<file path="config.mk">
export PLATFORM = sky130hd
export DESIGN_NAME = restoring_divider
export DESIGN_NICKNAME = d
export VERILOG_FILES = /design/src/rtl/divider_pkg.sv /design/src/rtl/restoring_divider_uc.sv /design/src/rtl/restoring_divider.sv
export SDC_FILE = /design/constraint.sdc
export NUM_CORES = 1
export LEC_CHECK = 0
export ABC_AREA = 1
export ABC_CLOCK_PERIOD_IN_PS = 3320
export CORE_UTILIZATION = 59
export CTS_CLUSTER_DIAMETER = 40
export CTS_CLUSTER_SIZE = 16
export DETAILED_ROUTE_END_ITERATION = 6
export HOLD_SLACK_MARGIN = 0.05
export PLACE_DENSITY = 0.84
export SYNTH_ARGS = -nofsm -noshare
export SYNTH_HDL_FRONTEND = slang
export SYNTH_SLANG_ARGS = --single-unit
</file>
<file path="constraint.sdc">
create_clock -name clk -period 3.32 [get_ports clk]
set_input_delay 0.664 -clock clk [delete_from_list [all_inputs] [get_ports clk]]
set_output_delay 0.664 -clock clk [all_outputs]
set_load 0.02 [all_outputs]
</file>
<file path="src/rtl/divider_pkg.sv">
// Shared definitions for the restoring divider: FSM state encoding and default operand width.
package divider_pkg;

    localparam int DIV_WIDTH_DEFAULT = 8;

    typedef enum logic [1:0] {
        IDLE  = 2'd0,
        SHIFT = 2'd1,
        SUB   = 2'd2,
        DONE  = 2'd3
    } state_t;

endpackage

</file>
<file path="src/rtl/restoring_divider_uc.sv">
// Control unit of the restoring divider: sequences load, shift/subtract pairs and the done pulse.
// Latency: 2*WIDTH+1 cycles from accepted start to done (1 cycle for a zero divisor).
// Backpressure: none; start is only honoured in IDLE, otherwise ignored.
module restoring_divider_uc
    import divider_pkg::*;
(
    input  logic clk,
    input  logic rst,
    input  logic start,
    input  logic div_zero,
    input  logic cnt_last,
    output logic a_clr,
    output logic ld,
    output logic shift_en,
    output logic sub_en,
    output logic cnt_ld,
    output logic cnt_dec,
    output logic done,
    output logic busy
);

    state_t state;
    state_t state_nxt;

    always_ff @(posedge clk) begin
        if (rst) begin
            state <= IDLE;
        end else begin
            state <= state_nxt;
        end
    end

    always_comb begin
        state_nxt = state;
        a_clr     = 1'b0;
        ld        = 1'b0;
        shift_en  = 1'b0;
        sub_en    = 1'b0;
        cnt_ld    = 1'b0;
        cnt_dec   = 1'b0;
        done      = 1'b0;
        busy      = (state != IDLE);
        case (state)
            IDLE: begin
                if (start) begin
                    a_clr     = 1'b1;
                    ld        = 1'b1;
                    cnt_ld    = 1'b1;
                    state_nxt = div_zero ? DONE : SHIFT;
                end
            end
            SHIFT: begin
                shift_en  = 1'b1;
                state_nxt = SUB;
            end
            SUB: begin
                sub_en    = 1'b1;
                cnt_dec   = 1'b1;
                state_nxt = cnt_last ? DONE : SHIFT;
            end
            DONE: begin
                done      = 1'b1;
                state_nxt = IDLE;
            end
            default: state_nxt = IDLE;
        endcase
    end

endmodule

</file>
<file path="src/rtl/restoring_divider.sv">
// Sequential unsigned restoring divider (shift-subtract) producing quotient and remainder.
// Latency: done in the cycle after edge 2*WIDTH following the accepted start; zero divisor in 1 cycle.
// Backpressure: start ignored while busy or in the done cycle; results held until the next accepted start.
module restoring_divider
    import divider_pkg::*;
#(
    parameter int WIDTH = DIV_WIDTH_DEFAULT
) (
    input  logic             clk,
    input  logic             rst,
    input  logic             start,
    input  logic [WIDTH-1:0] dividend,
    input  logic [WIDTH-1:0] divisor,
    output logic [WIDTH-1:0] quotient,
    output logic [WIDTH-1:0] remainder,
    output logic             busy,
    output logic             done,
    output logic             div_by_zero
);

    localparam int CW = $clog2(WIDTH + 1);

    logic [WIDTH:0]   a_reg;
    logic [WIDTH-1:0] q_reg;
    logic [WIDTH-1:0] m_reg;
    logic [CW-1:0]    cnt;

    logic a_clr, ld, shift_en, sub_en, cnt_ld, cnt_dec;
    logic div_zero, cnt_last, sub_ok;
    logic [WIDTH+1:0] diff;

    assign div_zero = (divisor == '0);
    assign cnt_last = (cnt == CW'(1));

    // A is WIDTH+1 bits, so one extra bit of headroom exposes the borrow as the sign
    assign diff   = {1'b0, a_reg} - {2'b00, m_reg};
    assign sub_ok = ~diff[WIDTH+1];

    restoring_divider_uc u_uc (
        .clk      (clk),
        .rst      (rst),
        .start    (start),
        .div_zero (div_zero),
        .cnt_last (cnt_last),
        .a_clr    (a_clr),
        .ld       (ld),
        .shift_en (shift_en),
        .sub_en   (sub_en),
        .cnt_ld   (cnt_ld),
        .cnt_dec  (cnt_dec),
        .done     (done),
        .busy     (busy)
    );

    always_ff @(posedge clk) begin
        if (rst) begin
            a_reg <= '0;
            q_reg <= '0;
            m_reg <= '0;
            cnt   <= '0;
        end else begin
            if (a_clr) begin
                a_reg <= '0;
            end else if (shift_en) begin
                a_reg <= {a_reg[WIDTH-1:0], q_reg[WIDTH-1]};
            end else if (sub_en && sub_ok) begin
                a_reg <= diff[WIDTH:0];
            end

            if (ld) begin
                q_reg <= dividend;
            end else if (shift_en) begin
                q_reg <= {q_reg[WIDTH-2:0], 1'b0};
            end else if (sub_en) begin
                q_reg <= {q_reg[WIDTH-1:1], sub_ok};
            end

            if (ld) begin
                m_reg <= divisor;
            end

            if (cnt_ld) begin
                cnt <= CW'(WIDTH);
            end else if (cnt_dec) begin
                cnt <= cnt - CW'(1);
            end
        end
    end

    // Results are captured on the edge that enters DONE so they are stable for the whole done cycle
    always_ff @(posedge clk) begin
        if (rst) begin
            quotient    <= '0;
            remainder   <= '0;
            div_by_zero <= 1'b0;
        end else if (ld) begin
            div_by_zero <= div_zero;
            if (div_zero) begin
                quotient  <= '1;
                remainder <= dividend;
            end
        end else if (sub_en && cnt_last) begin
            quotient  <= {q_reg[WIDTH-1:1], sub_ok};
            remainder <= sub_ok ? diff[WIDTH-1:0] : a_reg[WIDTH-1:0];
        end
    end

endmodule
</file>
==> results of run 1 <==
[worst min-delay path: stages, from the launching register on]
cell	delay (ns)
dfxtp_1	0.31
inv_1	0.07
a21oi_1	0.06
[stage by stage]
stage,power (mW),util (%),instances
2_1_floorplan,1.040,-,387
3_3_place_gp,1.156,70.55,467
3_5_place_dp,1.168,70.55,467
4_1_cts,1.510,72.56,475
5_1_grt,1.606,72.56,475
6_report,1.508,72.56,475
[routing by layer]
| layer | part of all wire, % | vias to the layer above | track usage [%] |
|---|---|---|---|
| li1 | - | 1328 | - |
| met1 | 44 | 1149 | 34.23 |
| met2 | 48 | 85 | 47.46 |
| met3 | 5.2 | 18 | 4.506 |
| met4 | 2.6 | 0 | 11.34 |
| met5 | 0 | - | 0 |
[power by group through the flow]
| stage | registers (mW) | clock network (mW) | logic (mW) |
|---|---|---|---|
| finish | 0.644 | 0.348 | 0.516 |
| global route | 0.648 | 0.372 | 0.585 |
| CTS | 0.643 | 0.352 | 0.515 |
| detailed placement | 0.657 | 0 | 0.512 |
| global placement | 0.656 | 0 | 0.500 |
| floorplan | 0.648 | 0 | 0.392 |
[worst paths after layout]
check | from | endpoint | cells past startpoint
worst max-delay path | u_uc.state[1]$_SDFFE_PP0P_ | busy | 3
worst min-delay path | m_reg[2]$_SDFFE_PP0P_ | m_reg[2]$_SDFFE_PP0P_ | 2
worst max register to register | m_reg[6]$_SDFFE_PP0P_ | a_reg[1]$_SDFFE_PP0P_ | 10
worst min register to register | m_reg[2]$_SDFFE_PP0P_ | m_reg[2]$_SDFFE_PP0P_ | 2
[cell usage in the layout (no fill, tap or decap), drive strengths merged, types with 3 or more instances in the layout]
cell           count
nand3b             4
clkdlybuf4s50     37
a221oi             5
nor2              43
inv               58
o221ai             7
a21oi             30
clkinv             3
clkbuf             5
dfxtp             48
o21ai             28
ha                10
nand3             32
nand2             98
[kinds of logic after synthesis]
kind of cell,Yosys count
buffers and inverters,68
AOI/OAI and AO/OA,75
DFF,48
adders and majority gates,11
xor gates and xnor gates,3
and+or+nand+nor,182
[final cells by class]
| cell class | count | area (µm²) |
|---|---|---|
| multi-input cells | 271 | 1450 |
| clock inverters | 3 | 18.77 |
| fillers | 367 | 1195 |
| flip-flops and latches | 48 | 960.9 |
| repair buffers | 38 | 377.9 |
| well taps | 52 | 65.06 |
| inverters | 58 | 217.7 |
| clock buffers | 5 | 68.82 |
==> impl_results.md, run 1 <==
* Sequential area share after synthesis at 35.87%
* Postcts setup bufs at 0
* Layout area overhead at 17.94%
* Fin crit share at 67.77%
* Minimum clock period at 2.250 ns
* Worst reg-to-reg setup slack at 1.31 ns
* Layout Skew at 0.006708 ns
* Sequential Power Share at 42.7%
* Startpoint Class: flop
* Critical path fanouts, max at 4
* Num Clock Sinks at 48
* I/O Buffers at 37
* Mux contribution to synthesized area at 0%
* RSZ-0062 raised after global routing: no
* Initial Util at 61.52%
* Slew margin rel. at 55.72%
* CP required at 2.66 ns
* Antenna cells at 0
* Worst skew pair latency at 0.30 ns
* Synth Register Bits at 48
* Top_reg_cell synth: dfxtp_1
* Static Leak at 1.505 nW
* Unique masters post-synth at 33
* Hold_buf cts at 0
* Fmax at 0.4445 GHz
* GPL Wtd Cong at 0.9056
* Largest net degree at the start of global routing at 33
* Combinational Power Share at 34.2%
* Die Wd at 69.38 µm
* CP endpoint kind: output port
* Root Driver: clkbuf_8
* Num CTS Buffers at 5
* Die area at 4814 µm²
* Initial antenna violation count at 0
* Top cells by count, synth: nand2_1 (94), inv_1 (52), dfxtp_1 (48)
* Syn_nets at 417
* Row count at 24
* Max-slew violations at 0
* Largest family of logic cells by synthesized area: simple AND/OR/NAND/NOR gates
* Iter 0 DRT Violations at 206
* Adder-cell area share of the yosys netlist at 5.418%
* Post-synth ARST share at 0%
* Largest register FFs at 9
* Sw power at 0.5628 mW
* CP Class: flop to output port
* Mapped Area at 2679 µm²
* Avg Cell Area, Syn at 6.922 µm²
* Critical path's slowest cell: clkdlybuf4s50_1
* Largest stage delay on the critical path at 0.62 ns
* Yosys warns at 0
* Power per Cell Area at 477.4 nW/µm²
* Switching Share at 37.31%
* Status: finished, final reports clean
* Share of the synthesized area in the top cell type at 35.87%
* Post-synthesis compound-gate area fraction at 16.21%
* Synth Area in Simple Gates at 31.53%
* Final instance area at 3159 µm²
* Post-synth EDFFs at 0
* Layout cells sized above 1 at 7.092%
* Gate count of the mapped netlist at 387
* First-pass GRT wire length at 10810 µm
* GR Util All Layers at 27.62%
* Endpoints failing setup at 0
* Core area at 4354 µm²
* Routed vias at 2580
* Resized cells post-CTS at 0
* Leading area contributor after synthesis: dfxtp_1
* Tightest Hold Check Type: flop to flop
* Post-route ant nets at 0
* WL per Instance at 13.45 µm
* Hold Violations, Final at 0
* Worst-margin pin slew at 0.6635 ns
* Final-stage net count at 452
* Pint at 0.9456 mW
* CP bufs+invs at 2
* CTS tree: built
* GR Overflow Total at 0
* Ports at 38
* CP top delay family: buffers and inverters
* DP Area at 3072 µm²
* Hold_ws at 0.4708 ns
* DRT Pass-1 Iters at 4
* Post-Synth XOR/XNOR Area at 0.9809%
* Routed vias/inst at 5.432
* Setup TNS at 0 ns
* Total wire length at 6391 µm
* Place WS at 0.9226 ns
* DR DRC count at 0
* Final worst setup slack at 1.070 ns
* Clock transition at path regs at 0.09 ns
* Worst path cell trace: inv_2 -> nand2_1 -> clkdlybuf4s50_1
* WP data arrival at 1.59 ns
* VDD IR-drop max at 351.1 µV
* Clock share of power at 23.1%
* Die height at 69.38 µm
* H-tree levels at 2
* Top post-synthesis cells by area: dfxtp_1 (36%), nand2_1 (13%), inv_1 (7.3%)
* Post-DP HPWL at 4772 µm
* CTS max path bufs at 2
* Top-count cell post-synth: nand2_1
* Maxcap violations at 0
* Vias in the first global route at 2434
(Power assumes the default switching activity.)
==> run 2, diff against run 1 <==
--- a/config.mk
+++ b/config.mk
@@ -6,13 +6,13 @@
 export NUM_CORES = 1
 export LEC_CHECK = 0
 export ABC_AREA = 1
-export ABC_CLOCK_PERIOD_IN_PS = 3320
-export CORE_UTILIZATION = 59
+export ABC_CLOCK_PERIOD_IN_PS = 2100
+export CORE_UTILIZATION = 54
 export CTS_CLUSTER_DIAMETER = 40
 export CTS_CLUSTER_SIZE = 16
 export DETAILED_ROUTE_END_ITERATION = 6
 export HOLD_SLACK_MARGIN = 0.05
-export PLACE_DENSITY = 0.84
+export PLACE_DENSITY = 0.78
 export SYNTH_ARGS = -nofsm -noshare
 export SYNTH_HDL_FRONTEND = slang
 export SYNTH_SLANG_ARGS = --single-unit
==> constraint.sdc (replaced) <==
create_clock -name clk -period 2.1 [get_ports clk]
set_input_delay 0.42 -clock clk [delete_from_list [all_inputs] [get_ports clk]]
set_output_delay 0.42 -clock clk [all_outputs]
set_load 0.02 [all_outputs]
==> run 2 against run 1 <==
Compared with the run above:
- final area rose by 2.5%
- sequential share of layout area fell by 0.75 points
- register-to-register slack got worse by 1.1 ns
- clock power rose by 52%
- first-iteration DRC count fell by 49%
- combinational power rose by 65%
- global-route usage fell by 1.5 points
- largest power group unchanged
- non-clock buffer count rose by 8
==> impl_results.md, run 2 (synthesized netlist as in run 1, its figures left out) <==
* Iter 0 DRT Violations at 105 (-49%)
* Largest stage delay on the critical path at 0.63 ns (about the same)
* Initial Util at 56.34% (-5.2 points)
* Worst path cell trace: inv_2 -> nand2_1 -> clkdlybuf4s50_1
* Initial antenna violation count at 0 (unchanged)
* Die Wd at 72.43 µm (+4.4%)
* Critical path fanouts, max at 4 (unchanged)
* CP required at 1.68 ns (-0.98 ns)
* Largest register FFs at 9 (unchanged)
* Largest net degree at the start of global routing at 33 (unchanged)
* Num Clock Sinks at 48 (unchanged)
* Fin crit share at 96.70%
* Setup TNS at 0 ns (unchanged)
* Clock transition at path regs at 0.09 ns (about the same)
* Static Leak at 1.543 nW (+2.6%)
* Antenna cells at 0 (unchanged)
* Combinational Power Share at 35.5% (+1.3 points)
* Sw power at 0.8818 mW (+57%)
* Most frequent cells in the layout: nand2_1 (94), inv_1 (52), dfxtp_1 (48), nor2_1 (39), clkdlybuf4s50_1 (37)
* H-tree levels at 2 (unchanged)
* Critical path's slowest cell: clkdlybuf4s50_1
* Routed vias at 2628 (+1.9%)
* GPL Wtd Cong at 0.8951 (-1.2%)
* Total wire length at 6530 µm (+2.2%)
* CTS max path bufs at 2 (unchanged)
* Switching Share at 36.81% (-0.50 points)
* Final instance area at 3239 µm² (+2.5%)
* Post-route ant nets at 0 (unchanged)
* Ports at 38 (unchanged)
* WP data arrival at 1.61 ns (+0.02 ns)
* DRT Pass-1 Iters at 4 (unchanged)
* Post-DP HPWL at 4973 µm (+4.2%)
* Maxcap violations at 0 (unchanged)
* VDD IR-drop max at 466.7 µV (+33%)
* Layout area overhead at 20.92%
* Fmax at 0.4924 GHz
* Final-stage net count at 460 (+1.8%)
* CP endpoint kind: output port
* CTS tree: built
* Die height at 72.43 µm (+4.4%)
* DP Area at 3151 µm² (+2.6%)
* Sequential Power Share at 42.4% (-0.3 points)
* Vias in the first global route at 2343 (-3.7%)
* Die area at 5246 µm² (+9.0%)
* Hold_buf cts at 0 (unchanged)
* Layout cells sized above 1 at 8.837% (+1.7 points)
* Clock share of power at 22.0% (-1.1 points)
* Num CTS Buffers at 5 (unchanged)
* Minimum clock period at 2.031 ns
* Hold Violations, Final at 0 (unchanged)
* WL per Instance at 13.14 µm (-2.3%)
* GR Overflow Total at 0 (unchanged)
* First-pass GRT wire length at 10540 µm (-2.5%)
* GR Util All Layers at 26.11% (-1.5 points)
* Slew margin rel. at 74.93% (+19 points)
* I/O Buffers at 37 (unchanged)
* Power per Cell Area at 739.5 nW/µm² (+55%)
* Routed vias/inst at 5.288 (-2.6%)
* Pint at 1.514 mW (+60%)
* RSZ-0062 raised after global routing: no
* Layout Skew at 0.005934 ns (-0.0007748 ns)
* Status: finished, final reports clean
* Hold path depth at 2 (unchanged)
* Worst-margin pin slew at 0.3757 ns (-0.2878 ns)
* Cell Count, Final, Fillers Out at 497 (+4.6%)
* Reg2reg path depth at 12 (+2)
* Startpoint Class: flop
* Inst Count DP at 490 (+4.9%)
* Tightest Hold Check Type: flop to flop
* Core area at 4755 µm² (+9.2%)
* Endpoints failing setup at 0 (unchanged)
* CP Class: flop to output port
* DR DRC count at 0 (unchanged)
* Row count at 25 (+4.2%)
* Root Driver: clkbuf_8
* Max-slew violations at 0 (unchanged)
* Commonest non-fill, non-tap cell in the layout: nand2_1
* Worst skew pair latency at 0.30 ns (about the same)
run 2: cell count changes in the layout (fill, tap and decap cells not counted), sizes merged:
cell,previous run,this run
buf,1,9
clkinvlp,0,1
clkinv,3,1
run 2: per-stage QoR:
stage / total power [mW] / hold WS, ns / setup WS (ns) / util, %
global route: 2.549 / 0.4980 / 0.01198 / 68.13
floorplan: 1.644 / 0.4331 / 0.4121 / -
finish: 2.395 / 0.4690 / 0.06932 / 68.13
global placement: 1.859 / 0.4485 / 0.1362 / 66.26
CTS: 2.393 / 0.4763 / 0.06081 / 67.97
detailed placement: 1.870 / 0.4632 / 0.04965 / 66.26
run 2: path summary, 6_finish.rpt:
kind,slack (ns),start,to
max,0.07,u_uc.state[0]$_SDFFE_PP0P_,busy
min,0.47,m_reg[3]$_SDFFE_PP0P_,m_reg[3]$_SDFFE_PP0P_
max reg2reg,0.21,a_reg[0]$_SDFFE_PP0P_,remainder[4]$_SDFFE_PP0P_
min reg2reg,0.47,m_reg[3]$_SDFFE_PP0P_,m_reg[3]$_SDFFE_PP0P_
run 2: per-layer routing:
layer / vias to the layer above / GRT usage [%] / wire length [µm]
li1: 1337 / - / -
met2: 79 / 46.00 / 3220
met1: 1196 / 30.99 / 2839
met5: - / 0 / 0
met3: 16 / 5.000 / 327
met4: 0 / 10.89 / 144
run 2: power groups by stage:
stage               combinational (mW)  clock, mW  sequential (mW)
finish                           0.851      0.528             1.02
global route                     0.954      0.571             1.02
CTS                              0.837      0.539             1.02
detailed placement               0.833          0             1.04
global placement                 0.824          0             1.04
floorplan                        0.620          0             1.02
run 2: cell type report:
cell class	count	area, µm²
Clock buffer	5	68.82
Clock inverter	2	12.51
Fill cell	456	1515
Inverter	58	217.7
Multi-Input combinational cell	271	1458
Sequential cell	48	960.9
Tap cell	67	83.83
Timing Repair Buffer	46	437.9
run 2: timing repair:
action                     CTS  global route
gates resized for setup      0             1
buffers inserted             0             0
setup endpoints to repair    0             1
run 2: critical path, delay by kind of cell (launching register included):
kind	cells	cell delay (ns)
buffers and inverters	2	0.72
DFF	1	0.44
and+or+nand+nor	1	0.15
